==> src/rtl/uart_aes_pkg.sv <==
// Shared types and constants for the UART-to-AES block assembler.
package uart_aes_pkg;

  localparam int unsigned BLK_W           = 128;
  localparam logic [7:0]  HDR_KEY         = 8'h4B;
  localparam logic [7:0]  HDR_DATA        = 8'h44;
  localparam int unsigned TIMEOUT_CYC_DEF = 3828;

  typedef enum logic [1:0] {
    StIdle,
    StHdr,
    StCollect,
    StHold
  } asm_state_e;

  function automatic logic [7:0] sat_inc8(input logic [7:0] v);
    return (v == 8'hFF) ? v : v + 8'd1;
  endfunction

endpackage

==> src/rtl/uart_timeout_cnt.sv <==
// Inter-byte idle counter: cleared on each accepted byte, flags expiry at LIMIT-1.
module uart_timeout_cnt #(
  parameter int unsigned CNT_W = 12,
  parameter int unsigned LIMIT = 3828
) (
  input  logic clk_i,
  input  logic rst_ni,
  input  logic clr_i,
  input  logic inc_i,
  output logic expire_o
);

  logic [CNT_W-1:0] cnt_q, cnt_d;

  assign expire_o = (cnt_q == CNT_W'(LIMIT - 1));

  always_comb begin
    cnt_d = cnt_q;
    if (clr_i) begin
      cnt_d = '0;
    end else if (inc_i && !expire_o) begin
      cnt_d = cnt_q + CNT_W'(1);
    end
  end

  always_ff @(posedge clk_i or negedge rst_ni) begin
    if (!rst_ni) begin
      cnt_q <= '0;
    end else begin
      cnt_q <= cnt_d;
    end
  end

endmodule

==> src/rtl/uart_block_assembler.sv <==
// Assembles NBYTES UART bytes into one block for the AES core (valid/ready handoff).
// Define UART_ASM_KEYSEL_EN to require a 'K'/'D' header byte ahead of each frame.
module uart_block_assembler
  import uart_aes_pkg::*;
#(
  parameter int unsigned NBYTES      = 16,
  parameter int unsigned TIMEOUT_CYC = TIMEOUT_CYC_DEF,
  parameter int unsigned CNT_W       = 12
) (
  input  logic                  sys_clk,
  input  logic                  rst_n,
  input  logic                  rx_byte_pulse,
  input  logic [7:0]            rx_byte,
  input  logic                  rx_error,
  input  logic                  blk_ready,
  input  logic                  err_clr,
  output logic                  blk_valid,
  output logic [8*NBYTES-1:0]   blk_data,
  output logic                  blk_is_key,
  output logic                  busy,
  output logic                  timeout_pulse,
  output logic                  perr_pulse,
  output logic                  overrun,
  output logic [7:0]            err_cnt
);

  localparam int unsigned BW = 8 * NBYTES;
  localparam int unsigned CW = $clog2(NBYTES + 1);
  localparam logic [CW-1:0] LastCnt = CW'(NBYTES - 1);

  asm_state_e    state_q, state_d;
  logic [CW-1:0] count_q, count_d;
  logic [BW-1:0] data_q, data_d;
  logic          overrun_q, overrun_d;
  logic [7:0]    err_q, err_d;
`ifdef UART_ASM_KEYSEL_EN
  logic          key_q, key_d;
`endif

  logic cnt_clr, cnt_inc, cnt_expire;
  logic err_evt, perr_p, tmo_p, start;

  uart_timeout_cnt #(
    .CNT_W (CNT_W),
    .LIMIT (TIMEOUT_CYC)
  ) u_timeout (
    .clk_i    (sys_clk),
    .rst_ni   (rst_n),
    .clr_i    (cnt_clr),
    .inc_i    (cnt_inc),
    .expire_o (cnt_expire)
  );

  always_comb begin
    state_d   = state_q;
    count_d   = count_q;
    data_d    = data_q;
    overrun_d = overrun_q;
`ifdef UART_ASM_KEYSEL_EN
    key_d     = key_q;
`endif
    err_evt   = 1'b0;
    perr_p    = 1'b0;
    tmo_p     = 1'b0;
    cnt_clr   = 1'b0;
    cnt_inc   = 1'b0;
    start     = 1'b0;

    unique case (state_q)
      StIdle: begin
        if (rx_error) begin
          perr_p  = 1'b1;
          err_evt = 1'b1;
        end else if (rx_byte_pulse) begin
          start = 1'b1;
        end
      end
      StHdr: begin
        if (rx_error) begin
          perr_p  = 1'b1;
          err_evt = 1'b1;
          state_d = StIdle;
        end else if (rx_byte_pulse) begin
          data_d  = BW'(rx_byte);
          count_d = CW'(1);
          cnt_clr = 1'b1;
          state_d = StCollect;
        end else if (cnt_expire) begin
          tmo_p   = 1'b1;
          err_evt = 1'b1;
          state_d = StIdle;
        end else begin
          cnt_inc = 1'b1;
        end
      end
      StCollect: begin
        if (rx_error) begin
          perr_p  = 1'b1;
          err_evt = 1'b1;
          count_d = '0;
          state_d = StIdle;
        end else if (rx_byte_pulse) begin
          data_d  = {data_q[BW-9:0], rx_byte};
          count_d = count_q + CW'(1);
          cnt_clr = 1'b1;
          if (count_q == LastCnt) begin
            state_d = StHold;
          end
        end else if (cnt_expire) begin
          tmo_p   = 1'b1;
          err_evt = 1'b1;
          count_d = '0;
          state_d = StIdle;
        end else begin
          cnt_inc = 1'b1;
        end
      end
      StHold: begin
        // A byte flagged with a parity error is never taken as the next frame start.
        if (rx_error) begin
          err_evt = 1'b1;
          if (blk_ready) begin
            count_d = '0;
            state_d = StIdle;
          end
        end else if (blk_ready) begin
          count_d = '0;
          state_d = StIdle;
          start   = rx_byte_pulse;
        end else if (rx_byte_pulse) begin
          overrun_d = 1'b1;
          err_evt   = 1'b1;
        end
      end
      default: state_d = StIdle;
    endcase

    if (start) begin
`ifdef UART_ASM_KEYSEL_EN
      if (rx_byte == HDR_KEY || rx_byte == HDR_DATA) begin
        key_d   = (rx_byte == HDR_KEY);
        count_d = '0;
        cnt_clr = 1'b1;
        state_d = StHdr;
      end else begin
        perr_p  = 1'b1;
        err_evt = 1'b1;
        state_d = StIdle;
      end
`else
      data_d  = BW'(rx_byte);
      count_d = CW'(1);
      cnt_clr = 1'b1;
      state_d = StCollect;
`endif
    end

    err_d = err_evt ? sat_inc8(err_q) : err_q;
    if (err_clr) begin
      err_d     = '0;
      overrun_d = 1'b0;
    end
  end

  always_ff @(posedge sys_clk or negedge rst_n) begin
    if (!rst_n) begin
      state_q   <= StIdle;
      count_q   <= '0;
      data_q    <= '0;
      overrun_q <= 1'b0;
      err_q     <= '0;
    end else begin
      state_q   <= state_d;
      count_q   <= count_d;
      data_q    <= data_d;
      overrun_q <= overrun_d;
      err_q     <= err_d;
    end
  end

`ifdef UART_ASM_KEYSEL_EN
  always_ff @(posedge sys_clk or negedge rst_n) begin
    if (!rst_n) begin
      key_q <= 1'b0;
    end else begin
      key_q <= key_d;
    end
  end

  assign blk_is_key = (state_q == StHold) && key_q;
`else
  assign blk_is_key = 1'b0;
`endif

  assign blk_valid     = (state_q == StHold);
  assign blk_data      = data_q;
  assign busy          = (state_q == StCollect) || (state_q == StHdr);
  assign timeout_pulse = tmo_p;
  assign perr_pulse    = perr_p;
  assign overrun       = overrun_q;
  assign err_cnt       = err_q;

endmodule

==> config.mk <==
export PLATFORM = sky130hd
export DESIGN_NAME = uart_block_assembler
export DESIGN_NICKNAME = d
export VERILOG_FILES = /design/src/rtl/uart_aes_pkg.sv /design/src/rtl/uart_timeout_cnt.sv /design/src/rtl/uart_block_assembler.sv
export SDC_FILE = /design/constraint.sdc
export NUM_CORES = 1
export LEC_CHECK = 0
export ABC_AREA = 1
export BUFFER_PORTS_ARGS = -buffer_cell sky130_fd_sc_hd__buf_2
export CAP_MARGIN = 15
export CORE_MARGIN = 3
export CORE_UTILIZATION = 40
export DETAILED_ROUTE_END_ITERATION = 10
export MAX_ROUTING_LAYER = met4
export PLACE_DENSITY = 0.66
export SLEW_MARGIN = 25
export SYNTH_ARGS = -nofsm -noshare
export SYNTH_HDL_FRONTEND = slang
export SYNTH_SLANG_ARGS = --single-unit
export TNS_END_PERCENT = 1
==> constraint.sdc <==
create_clock -name sys_clk -period 5.2 [get_ports sys_clk]
set_input_delay 0.52 -clock sys_clk [delete_from_list [all_inputs] [get_ports sys_clk]]
set_output_delay 0.52 -clock sys_clk [all_outputs]
set_load 0.01 [all_outputs]
==> out/qor.yml <==
synth:
  syn-num-nets: 855
  ys_ff_latch: 156
  synthCells: 832
  ys_seq_area_frac: 0.542
  synth_cell_types: 28
  synth_warnings: 0
  synth.avg_cell_area_um2: 8.66
  synth_area_um2: 7210
floorplanning:
  io-pin-count: 156
  core_um2: 17500
  die_w_um: 140
  design.die.area_um2: 19700
  rows: 48
  fp.dieH_um: 140
  start_util: 0.412
critical_path:
  worstPathRequired_ns: 5.50
  path_max_fanout: 74
  path_class: "reg2reg"
  start_kind: "flop"
  cp_data_arrival_time_ns: 3.41
  cp-end-kind: "flop"
sta:
  fin_tns_setup_ns: 0
  rsz0062_at_grt: "false"
  clock_skew_ns: 0.00868
  drv_slew: 0
  relSlewSlack: 0.317
  fin_ws_ns: 2.09
  max_freq_mhz: 321
  finalCriticalPeriod_ns: 3.11
  hold_violations: 0
  min_period_over_period: 0.599
  setup_violations: 0
  worst_slew_pin_slew_ns: 1.02
cells_and_area:
  final_cell_mix: "nand3_1 (270), nand2_1 (191), dfrtp_1 (156)"
  final_common_cell: "nand3_1"
  drive_above_1_share: 0.209
  syn2layout_area_growth_pct: 18.6
  n_antenna_cell: 0
  finalNetCount: 975
pwr:
  vdd_drop_max_v: 0.000287
  cellLeakagePower_uw: 0.00495
  powerDensity_nw_per_um2: 405
clock_network:
  ctsRootBufferMaster: "clkbuf_16"
  cts_resized: 0
  clock-sinks: 156
  clk_pin_slew_worst_paths_ns: 0.06
  cts_buffer_depth: 2
  cts_made_buffers: 17
  cts_setup_buffers: 0
  cts_hold_buf: 0
  htreeDepth: 4
  cts_tree: "yes"
  clk_latency_ns: 0.42
detailed_routing:
  ant_nets: 0
  top_layer: "met4"
  met3_length_um: 1260
  wl_met2_um: 8790
  drc_errors: 0
  wl_per_cell_um: 16.1
  vias: 6287
  viasPerCell: 5.30
  wirelength_um: 19100
  first_pass_iters: 5
  drt-initial-drc-count: 477
  drt-met1-wl_um: 8840
global_routing:
  grt_pass1_wl_um: 31500
  grt_max_degree: 116
  grt-ovfl-total: 0
  grt_antenna_before_repair: 0
  grt_usage: 0.202
  grt_pass1_vias: 5907
place:
  dpl_worst_slack_ns: 2.06
  port_buffers: 154
  place_hpwl_um: 12100
  gp_congestion: 0.863
status:
  status: "finished clean"
run:
  drv_cap: 0
min_path:
  hp-class: "in2async"
where the power goes:
part	internal (µW)	leakage, µW	switching (µW)
sequential	1330	0.00215	106
combinational	214	0.00252	617
clock	723	0.000276	477
total	2260	0.00495	1200
logic make-up (layout without fill, tap and decap cells):
group / after synthesis / count (layout) / share of synthesized area
XOR/XNOR: 8 / 8 / 0.00972
adder cells (fa/ha/maj): 9 / 9 / 0.0156
AND/OR/NAND/NOR: 525 / 525 / 0.332
flip-flops: 156 / 156 / 0.542
buffers and inverters: 102 / 232 / 0.0708
AO/OA/AOI/OAI: 23 / 23 / 0.0172
other: 1 / 1 / 0.000520
multiplexers: 8 / 8 / 0.0125
critical path, cell delays in order, from the launching register on:
cell and delay, ns:
dfrtp_1 0.41, inv_1 0.10, ha_1 0.32, inv_1 0.14, nand3_4 0.36, nand2_1 0.27
clkinv_2 0.51, buf_4 0.57, nand3_1 0.18, nand2_1 0.07
worst paths after layout:
check / start / endpoint / slack [ns] / cells past startpoint
max: state_q[1] / blk_data[111] / 2.09 / 9
min: rst_n / blk_data[82] / 0.21 / 1
max reg2reg: state_q[1] / blk_data[111] / 2.09 / 9
min reg2reg: count_q[4] / count_q[4] / 0.49 / 2
max in group asynchronous: rst_n / state_q[0] / 3.86 / 2
min in group sys_clk: err_clr / overrun / 0.27 / 2
state kept, by name, summed over array words and instances, names as in the netlist:
name and cells:
err_cnt 8, u_timeout.cnt_q 12, blk_data 128, count_q 5, overrun 1, state_q 2
final cells by class:
class	instances	area (µm²)
fill	1677	8930
sequential	156	3900
clock buffer	22	464
inverter	44	166
timing repair buffer	159	817
tap	225	282
clock inverter	7	92.6
multi-input combinational	574	2820
metrics by stage:
stage / area [µm²] / util / total power (µW) / std cells / hold slack, ns
2_1_floorplan: 7210 / - / 2070 / 832 / 0.224
3_3_place_gp: 7990 / 0.457 / 2270 / 1158 / 0.472
3_5_place_dp: 7990 / 0.457 / 2280 / 1158 / 0.483
4_1_cts: 8550 / 0.489 / 3490 / 1187 / 0.250
5_1_grt: 8550 / 0.489 / 3650 / 1187 / 0.267
6_report: 8550 / 0.489 / 3460 / 1187 / 0.213
synth_stat cells:
library cell | instances | area, µm²
xnor2_1 | 1 | 8.76
nand3_2 | 1 | 10.0
nor2_4 | 1 | 11.3
clkinv_1 | 1 | 3.75
mux2_2 | 8 | 90.1
clkbuf_1 | 14 | 52.6
buf_2 | 18 | 90.1
or2_2 | 1 | 6.26
nand2_1 | 191 | 717
o221ai_1 | 1 | 8.76
inv_2 | 1 | 3.75
buf_4 | 4 | 30.0
dfrtp_1 | 156 | 3900
nand3_1 | 271 | 1360
o21ai_0 | 17 | 85.1
conb_1 | 1 | 3.75
o21ai_1 | 2 | 10.0
o31ai_1 | 2 | 15.0
ha_1 | 9 | 113
buf_1 | 10 | 37.5
a21oi_1 | 1 | 5.00
nor2_1 | 31 | 116
nor3_1 | 4 | 20.0
buf_6 | 12 | 135
nand4_1 | 24 | 150
xor2_1 | 7 | 61.3
inv_1 | 42 | 158
nand2_2 | 1 | 6.26
layer usage:
metal	vias up	track usage
li1	3043	-
met1	3055	0.280
met2	176	0.294
met3	13	0.0563
met4	0	0.0541
met5	-	-
Note: power is estimated with default switching activity, not from simulation.
